--- src/rtl/max7219_refresh_ctrl_pkg.sv ---
// Shared definitions for the MAX7219 refresh sequencer: FSM state encoding,
// MAX7219 register addresses and digit/segment field widths.
package max7219_refresh_ctrl_pkg;

  typedef enum logic [2:0] {
    ST_STARTUP   = 3'd0,
    ST_IDLE      = 3'd1,
    ST_CFG_ISSUE = 3'd2,
    ST_CFG_WAIT  = 3'd3,
    ST_DIG_ISSUE = 3'd4,
    ST_DIG_WAIT  = 3'd5
  } state_e;

  // MAX7219 register map (addresses used by the settings engine)
  localparam logic [3:0] REG_DECODE_MODE  = 4'h9;
  localparam logic [3:0] REG_INTENSITY    = 4'hA;
  localparam logic [3:0] REG_SCAN_LIMIT   = 4'hB;
  localparam logic [3:0] REG_SHUTDOWN     = 4'hC;
  localparam logic [3:0] REG_DISPLAY_TEST = 4'hF;

  localparam int DIGIT_W = 3;
  localparam int SEG_W   = 8;

  // Raw segment patterns are sent, so BCD decode stays off for all digits
  localparam logic [7:0] DECODE_NONE = 8'h00;

endpackage

--- src/rtl/max7219_refresh_ctrl.sv ---
// Refresh sequencer for the max7219_settings write engine. Issues the config
// burst after a power-up settle, scans NUM_DIGITS digits per refresh request
// and rewrites config whenever new settings are requested. Owns the engine's
// stb/busy/ack handshake.
// Optional build macro: MAX7219_CTRL_TIMEOUT_EN adds an ack watchdog that
// aborts a stuck write, pulses o_error and schedules a config rewrite.
module max7219_refresh_ctrl
  import max7219_refresh_ctrl_pkg::*;
#(
  parameter int NUM_DIGITS     = 6,
  parameter int STARTUP_CYCLES = 16,
  parameter int TIMEOUT_CYCLES = 255
) (
  input  logic                    i_clk,
  input  logic                    i_reset_n,
  input  logic                    i_refresh,
  input  logic [8*NUM_DIGITS-1:0] i_digits,
  input  logic                    i_cfg_req,
  input  logic [3:0]              i_intensity,
  input  logic                    i_enable,
  input  logic                    i_display_test,
  output logic                    o_stb,
  input  logic                    i_busy,
  input  logic                    i_ack,
  output logic                    o_write_config,
  output logic [2:0]              o_digit,
  output logic [7:0]              o_segment,
  output logic [7:0]              o_decode_mode,
  output logic [3:0]              o_intensity,
  output logic [2:0]              o_scan_limit,
  output logic                    o_enable,
  output logic                    o_display_test,
  output logic                    o_idle,
  output logic                    o_frame_done,
  output logic                    o_error
);

  if (NUM_DIGITS < 1 || NUM_DIGITS > 8) begin : g_bad_digits
    $error("NUM_DIGITS must be in 1..8");
  end
  if (STARTUP_CYCLES < 1 || TIMEOUT_CYCLES < 1) begin : g_bad_cycles
    $error("STARTUP_CYCLES and TIMEOUT_CYCLES must be at least 1");
  end

  localparam int SU_W = (STARTUP_CYCLES > 1) ? $clog2(STARTUP_CYCLES) : 1;
  localparam logic [SU_W-1:0]    SU_LAST  = SU_W'(STARTUP_CYCLES - 1);
  localparam logic [DIGIT_W-1:0] LAST_IDX = DIGIT_W'(NUM_DIGITS - 1);

  state_e                  state_q;
  logic [SU_W-1:0]         su_cnt_q;
  logic                    cfg_pend_q;
  logic                    ref_pend_q;
  logic                    wc_q;
  logic [DIGIT_W-1:0]      digit_q;
  logic [SEG_W-1:0]        seg_q;
  logic [3:0]              inten_q;
  logic                    en_q;
  logic                    dt_q;
  logic                    fd_q;
  logic [8*NUM_DIGITS-1:0] frame_q;
  logic [DIGIT_W-1:0]      digit_d;
  logic                    start_frame;
  logic                    wd_expired;

  // Pick one digit's segment byte out of the frame snapshot
  function automatic logic [SEG_W-1:0] seg_at(input logic [8*NUM_DIGITS-1:0] buf_v,
                                              input logic [DIGIT_W-1:0] k);
    logic [SEG_W-1:0] s;
    s = '0;
    for (int n = 0; n < NUM_DIGITS; n++) begin
      if (k == DIGIT_W'(n)) s = buf_v[8*n +: 8];
    end
    return s;
  endfunction

  assign digit_d     = digit_q + 1'b1;
  assign start_frame = (state_q == ST_IDLE) && !cfg_pend_q && ref_pend_q;

  // Strobe is gated by busy combinationally so it can never overlap a busy engine
  assign o_stb = ((state_q == ST_CFG_ISSUE) || (state_q == ST_DIG_ISSUE)) && !i_busy;
  assign o_idle = (state_q == ST_IDLE) && !cfg_pend_q && !ref_pend_q;

  assign o_write_config = wc_q;
  assign o_digit        = digit_q;
  assign o_segment      = seg_q;
  assign o_decode_mode  = DECODE_NONE;
  assign o_intensity    = inten_q;
  assign o_scan_limit   = LAST_IDX;
  assign o_enable       = en_q;
  assign o_display_test = dt_q;
  assign o_frame_done   = fd_q;

`ifdef MAX7219_CTRL_TIMEOUT_EN
  localparam int WD_W = $clog2(TIMEOUT_CYCLES + 1);
  localparam logic [WD_W-1:0] WD_LAST = WD_W'(TIMEOUT_CYCLES - 1);

  logic [WD_W-1:0] wd_q;
  logic            err_q;
  logic            in_wait;

  assign in_wait    = (state_q == ST_CFG_WAIT) || (state_q == ST_DIG_WAIT);
  assign wd_expired = in_wait && !i_ack && (wd_q == WD_LAST);
  assign o_error    = err_q;

  // Ack watchdog: counts wait cycles, restarts from zero on every new write
  always_ff @(posedge i_clk or negedge i_reset_n) begin
    if (!i_reset_n) begin
      wd_q  <= '0;
      err_q <= 1'b0;
    end else begin
      err_q <= wd_expired;
      if (!in_wait || wd_expired) begin
        wd_q <= '0;
      end else if (!i_ack) begin
        wd_q <= wd_q + 1'b1;
      end
    end
  end
`else
  assign wd_expired = 1'b0;
  assign o_error    = 1'b0;
`endif

  // Frame snapshot taken as digit 0 is issued, so the frame never tears
  always_ff @(posedge i_clk) begin
    if (start_frame) frame_q <= i_digits;
  end

  // Sequencer FSM: pending-request arbitration and write issue/wait handshake
  always_ff @(posedge i_clk or negedge i_reset_n) begin
    if (!i_reset_n) begin
      state_q    <= ST_STARTUP;
      su_cnt_q   <= '0;
      cfg_pend_q <= 1'b1;
      ref_pend_q <= 1'b0;
      wc_q       <= 1'b0;
      digit_q    <= '0;
      seg_q      <= '0;
      inten_q    <= '0;
      en_q       <= 1'b0;
      dt_q       <= 1'b0;
      fd_q       <= 1'b0;
    end else begin
      fd_q <= 1'b0;
      // Requests are sticky; a clear below re-queues if a new pulse lands the same cycle
      if (i_cfg_req) cfg_pend_q <= 1'b1;
      if (i_refresh) ref_pend_q <= 1'b1;

      if (wd_expired) begin
        state_q    <= ST_IDLE;
        cfg_pend_q <= 1'b1;
        ref_pend_q <= i_refresh;
        wc_q       <= 1'b0;
        digit_q    <= '0;
      end else begin
        case (state_q)
          ST_STARTUP: begin
            if (su_cnt_q == SU_LAST) state_q <= ST_IDLE;
            else                     su_cnt_q <= su_cnt_q + 1'b1;
          end
          ST_IDLE: begin
            if (cfg_pend_q) begin
              state_q <= ST_CFG_ISSUE;
              wc_q    <= 1'b1;
              inten_q <= i_intensity;
              en_q    <= i_enable;
              dt_q    <= i_display_test;
              if (!i_cfg_req) cfg_pend_q <= 1'b0;
            end else if (ref_pend_q) begin
              state_q <= ST_DIG_ISSUE;
              wc_q    <= 1'b0;
              digit_q <= '0;
              seg_q   <= i_digits[7:0];
              if (!i_refresh) ref_pend_q <= 1'b0;
            end
          end
          ST_CFG_ISSUE: begin
            if (!i_busy) state_q <= ST_CFG_WAIT;
          end
          ST_CFG_WAIT: begin
            if (i_ack) begin
              state_q <= ST_IDLE;
              wc_q    <= 1'b0;
            end
          end
          ST_DIG_ISSUE: begin
            if (!i_busy) state_q <= ST_DIG_WAIT;
          end
          ST_DIG_WAIT: begin
            if (i_ack) begin
              if (digit_q == LAST_IDX) begin
                fd_q    <= 1'b1;
                digit_q <= '0;
                state_q <= ST_IDLE;
              end else begin
                digit_q <= digit_d;
                seg_q   <= seg_at(frame_q, digit_d);
                state_q <= ST_DIG_ISSUE;
              end
            end
          end
          default: state_q <= ST_STARTUP;
        endcase
      end
    end
  end

endmodule

--- config.mk ---
export PLATFORM = sky130hd
export DESIGN_NAME = max7219_refresh_ctrl
export DESIGN_NICKNAME = d
export VERILOG_FILES = /design/src/rtl/max7219_refresh_ctrl_pkg.sv /design/src/rtl/max7219_refresh_ctrl.sv
export SDC_FILE = /design/constraint.sdc
export NUM_CORES = 1
export LEC_CHECK = 0
export CORE_MARGIN = 4
export CORE_UTILIZATION = 48
export DETAILED_ROUTE_END_ITERATION = 12
export PLACE_DENSITY = 0.8
export SLEW_MARGIN = 30
export SYNTH_ARGS = -nofsm -noshare
export SYNTH_HDL_FRONTEND = slang
export SYNTH_SLANG_ARGS = --single-unit
export TNS_END_PERCENT = 5
--- constraint.sdc ---
create_clock -name i_clk -period 5.1 [get_ports i_clk]
set_input_delay 1.53 -clock i_clk [delete_from_list [all_inputs] [get_ports i_clk]]
set_output_delay 1.53 -clock i_clk [all_outputs]
set_load 0.005 [all_outputs]
==> impl_results.md <==
- Critical Path AT: 2.72 ns
- Relative slew margins: 0.553
- Cts hold-fix bufs: 0
- Aggregate global routing overflow: 0
- PD cells: 503 mW/mm^2
- Flop pwr share: 0.446
- RSZ-0062 raised after global routing: false
- Met3 Resource Use GR: 0.0547
- DR pass1 iterations: 4
- Peak VDD IR: 0.225 mV
- Worst slew pin tran: 0.671 ns
- Most frequent CP cell: clkdlybuf4s50_1
- Port bufs: 80
- CP Launch Type: input pin
- Leakage: 0.00158 uW
- Fin crit period: 4.25 ns
- Slowest cell delay on critical path: 0.54 ns
- Async SR Flop Fraction: 0.368
- Post-synth top flop: edfxtp_1
- Seq/Total Area, Yosys: 0.639
- Hold depth: 1
- Die width: 91.6 microns
- Sw Share: 0.323
- Total track usage: 0.167
- Post_cts resized: 0
- Routed Antenna Nets: 0
- Fmax: 236 MHz
- Max-slew violations: 0
- Reg-to-Reg End: o_segment[1]$_DFFE_PN0P_
- Post-Place Worst Slack: 0.853 ns
- TritonCTS Buffers: 9
- Initial drt markers: 86
- Site row count: 30
- Share of layout cells above drive strength 1: 0.130
- Die area: 0.00838 sq mm
- Vias in the first global route: 2,131
- Gate Count Post-Synth: 242
- CP Capture Type: output port
- CP top delay family: buffers and inverters
- Synth top area cells: edfxtp_1 43%, dfrtp_1 20%, mux2_2 5.0%, mux2i_1 4.8%, buf_4 3.4%
- Netlist Area Pre-Place: 0.00335 sq mm
- # diodes: 0
- Layout Skew: 0.00794 ns
- Final worst slack: 0.855 ns
- Share of total power in combinational logic: 0.353
- Grt met1 use: 0.208
- Share of the synthesized area in the top cell type: 0.430
- First-pass GRT wire length: 10,700 microns
- Final period utilization: 0.832
- Synth cell types: 45
- Root Buffer Master: clkbuf_8
- Commonest cells after routing, fill and taps aside: 79 x clkdlybuf4s50_1, 48 x edfxtp_1, 26 x dfrtp_1
- Worst Reg-to-Reg Cells: 3
- Total number of yosys warnings: 0
- Wire length per cell: 16.0 microns
- Reg-to-reg startpoint: o_digit[1]$_DFFE_PN0P_
- Status: finished clean
- Largest net degree at the start of global routing: 49
- Crit path cell chain: clkdlybuf4s50_1 > nor3_1 > clkdlybuf4s50_1
- Total power: 2190 uW
- Antenna violations before repair: 0
- Placer Congestion: 0.800
- Num Clock Sinks: 76
- Hold path endpoint: o_write_config$_DFFE_PN0P_
- Chip Height: 91.6 microns
- CP bufs+invs: 2
- Setup_tns: 0 ns
- MaxCap Viol Count: 0
- Clk Latency, worst-skew pair: 0.34 ns
- Met2 Track Usage GR: 0.270
- Core ar.: 0.00679 sq mm
- Yosys reg bits: 76
- CP Max Fanout: 3
- Area leader, netlist: edfxtp_1
- Hpwl dp: 4720 microns
- Clock transition at the registers of the reported paths: 0.08 ns
- Postcts setup bufs: 0
- Final Routed Wirelength: 6730 microns
- Register-to-Register Setup Slack: 3.00 ns
- Layer with the highest usage: met2
- Setup CP Type: input pin to output port
- CTS tree: yes
- Hold crit path type: flip-flop to flip-flop
- Worst hold slack: 0.484 ns
- CTS Buffer Depth: 2
- Net switching power figure: 707 uW
- CP max-delay cell: clkdlybuf4s50_1
- Final Hold Vio Count: 0
- Post-Syn Area per Cell: 13.9 sq um
- Area added between synthesis and finish: 29.9%
- Worst hold start: o_write_config$_DFFE_PN0P_
- Commonest non-fill, non-tap cell in the layout: clkdlybuf4s50_1
- Initial Util: 0.493
- Maximum level of the CTS H-tree: 3
- Number of flops mapped to enable cells by yosys: 48
- I/O pin count: 93
- Routed vias/inst: 5.17
- Via count: 2,172
- DRC: 0
- Final setup viols: 0
- CP Data Required Time: 3.57 ns
- Internal: 1480 uW
- Clock power frac: 0.200
- Total Nets Final: 380
==> cells by family (layout without fill, tap and decap cells) <==
family / count (synthesis) / count (layout) / share of synthesized area
AO/OA/AOI/OAI: 51 / 51 / 0.109
XOR/XNOR: 4 / 4 / 0.0105
adder cells (fa/ha/maj): 1 / 1 / 0.00373
buffers and inverters: 31 / 103 / 0.0582
flip-flops: 76 / 76 / 0.639
multiplexers: 32 / 32 / 0.103
other: 2 / 12 / 0.00224
AND/OR/NAND/NOR: 45 / 45 / 0.0747
==> power groups by stage <==
stage	logic, uW	registers [uW]	clock network [uW]
finish	773	977	438
global route	848	999	475
CTS	785	976	454
detailed placement	782	988	0
global placement	762	978	0
floorplan	557	909	0
==> final cells by class <==
| cell class | instances | area (sq um) |
|---|---|---|
| Timing Repair Buffer | 84 | 826 |
| Inverter | 3 | 11.3 |
| Clock inverter | 6 | 65.1 |
| Sequential cell | 76 | 2140 |
| Tap cell | 96 | 120 |
| Clock buffer | 10 | 128 |
| Fill cell | 534 | 2440 |
| Multi-Input combinational cell | 145 | 1060 |
==> flip-flops by register name, indices dropped and copies added (netlist names), 3 cells and up <==
| register | flops |
|---|---|
| su_cnt_q | 4 |
| o_digit | 3 |
| o_intensity | 4 |
| state_q | 3 |
| o_segment | 8 |
| frame_q | 48 |
==> cell usage after synthesis, drive strengths merged, types with 3 or more instances <==
cell	count
mux2i	16
a21o	4
dfrtp	27
xnor2	3
o21ai	10
buf	24
a21oi	13
clkbuf	4
mux2	16
nor2	16
a22o	9
nand2	6
edfxtp	48
inv	3
nand3b	8
a221oi	8
==> worst max-delay path by stage <==
stage                           start              endpoint  slack [ns]  depth (start not counted)
2_1_floorplan  state_q[2]$_DFFE_PN0P_  frame_q[0]$_DFFE_PP_        1.59                          3
3_3_place_gp                   i_busy                 o_stb        0.90                          3
3_5_place_dp                   i_busy                 o_stb        0.85                          3
4_1_cts                        i_busy                 o_stb        0.85                          3
5_1_grt                        i_busy                 o_stb        0.83                          3
6_report                       i_busy                 o_stb        0.85                          3
==> stage by stage <==
| step | cell area (sq um) | util | std cells |
|---|---|---|---|
| 2_1_floorplan | 3390 | - | 252 |
| 3_3_place_gp | 4160 | 0.613 | 404 |
| 3_5_place_dp | 4160 | 0.612 | 404 |
| 4_1_cts | 4350 | 0.641 | 420 |
| 5_1_grt | 4350 | 0.641 | 420 |
| 6_report | 4350 | 0.641 | 420 |
==> per-layer routing <==
layer	routed length, microns	share of wire	vias to the layer above
met5	0	0	-
met4	55	0.0082	0
met3	503	0.075	4
met2	3360	0.50	78
met1	2820	0.42	1048
li1	-	-	1042
Note: power is estimated with default switching activity, not from simulation.
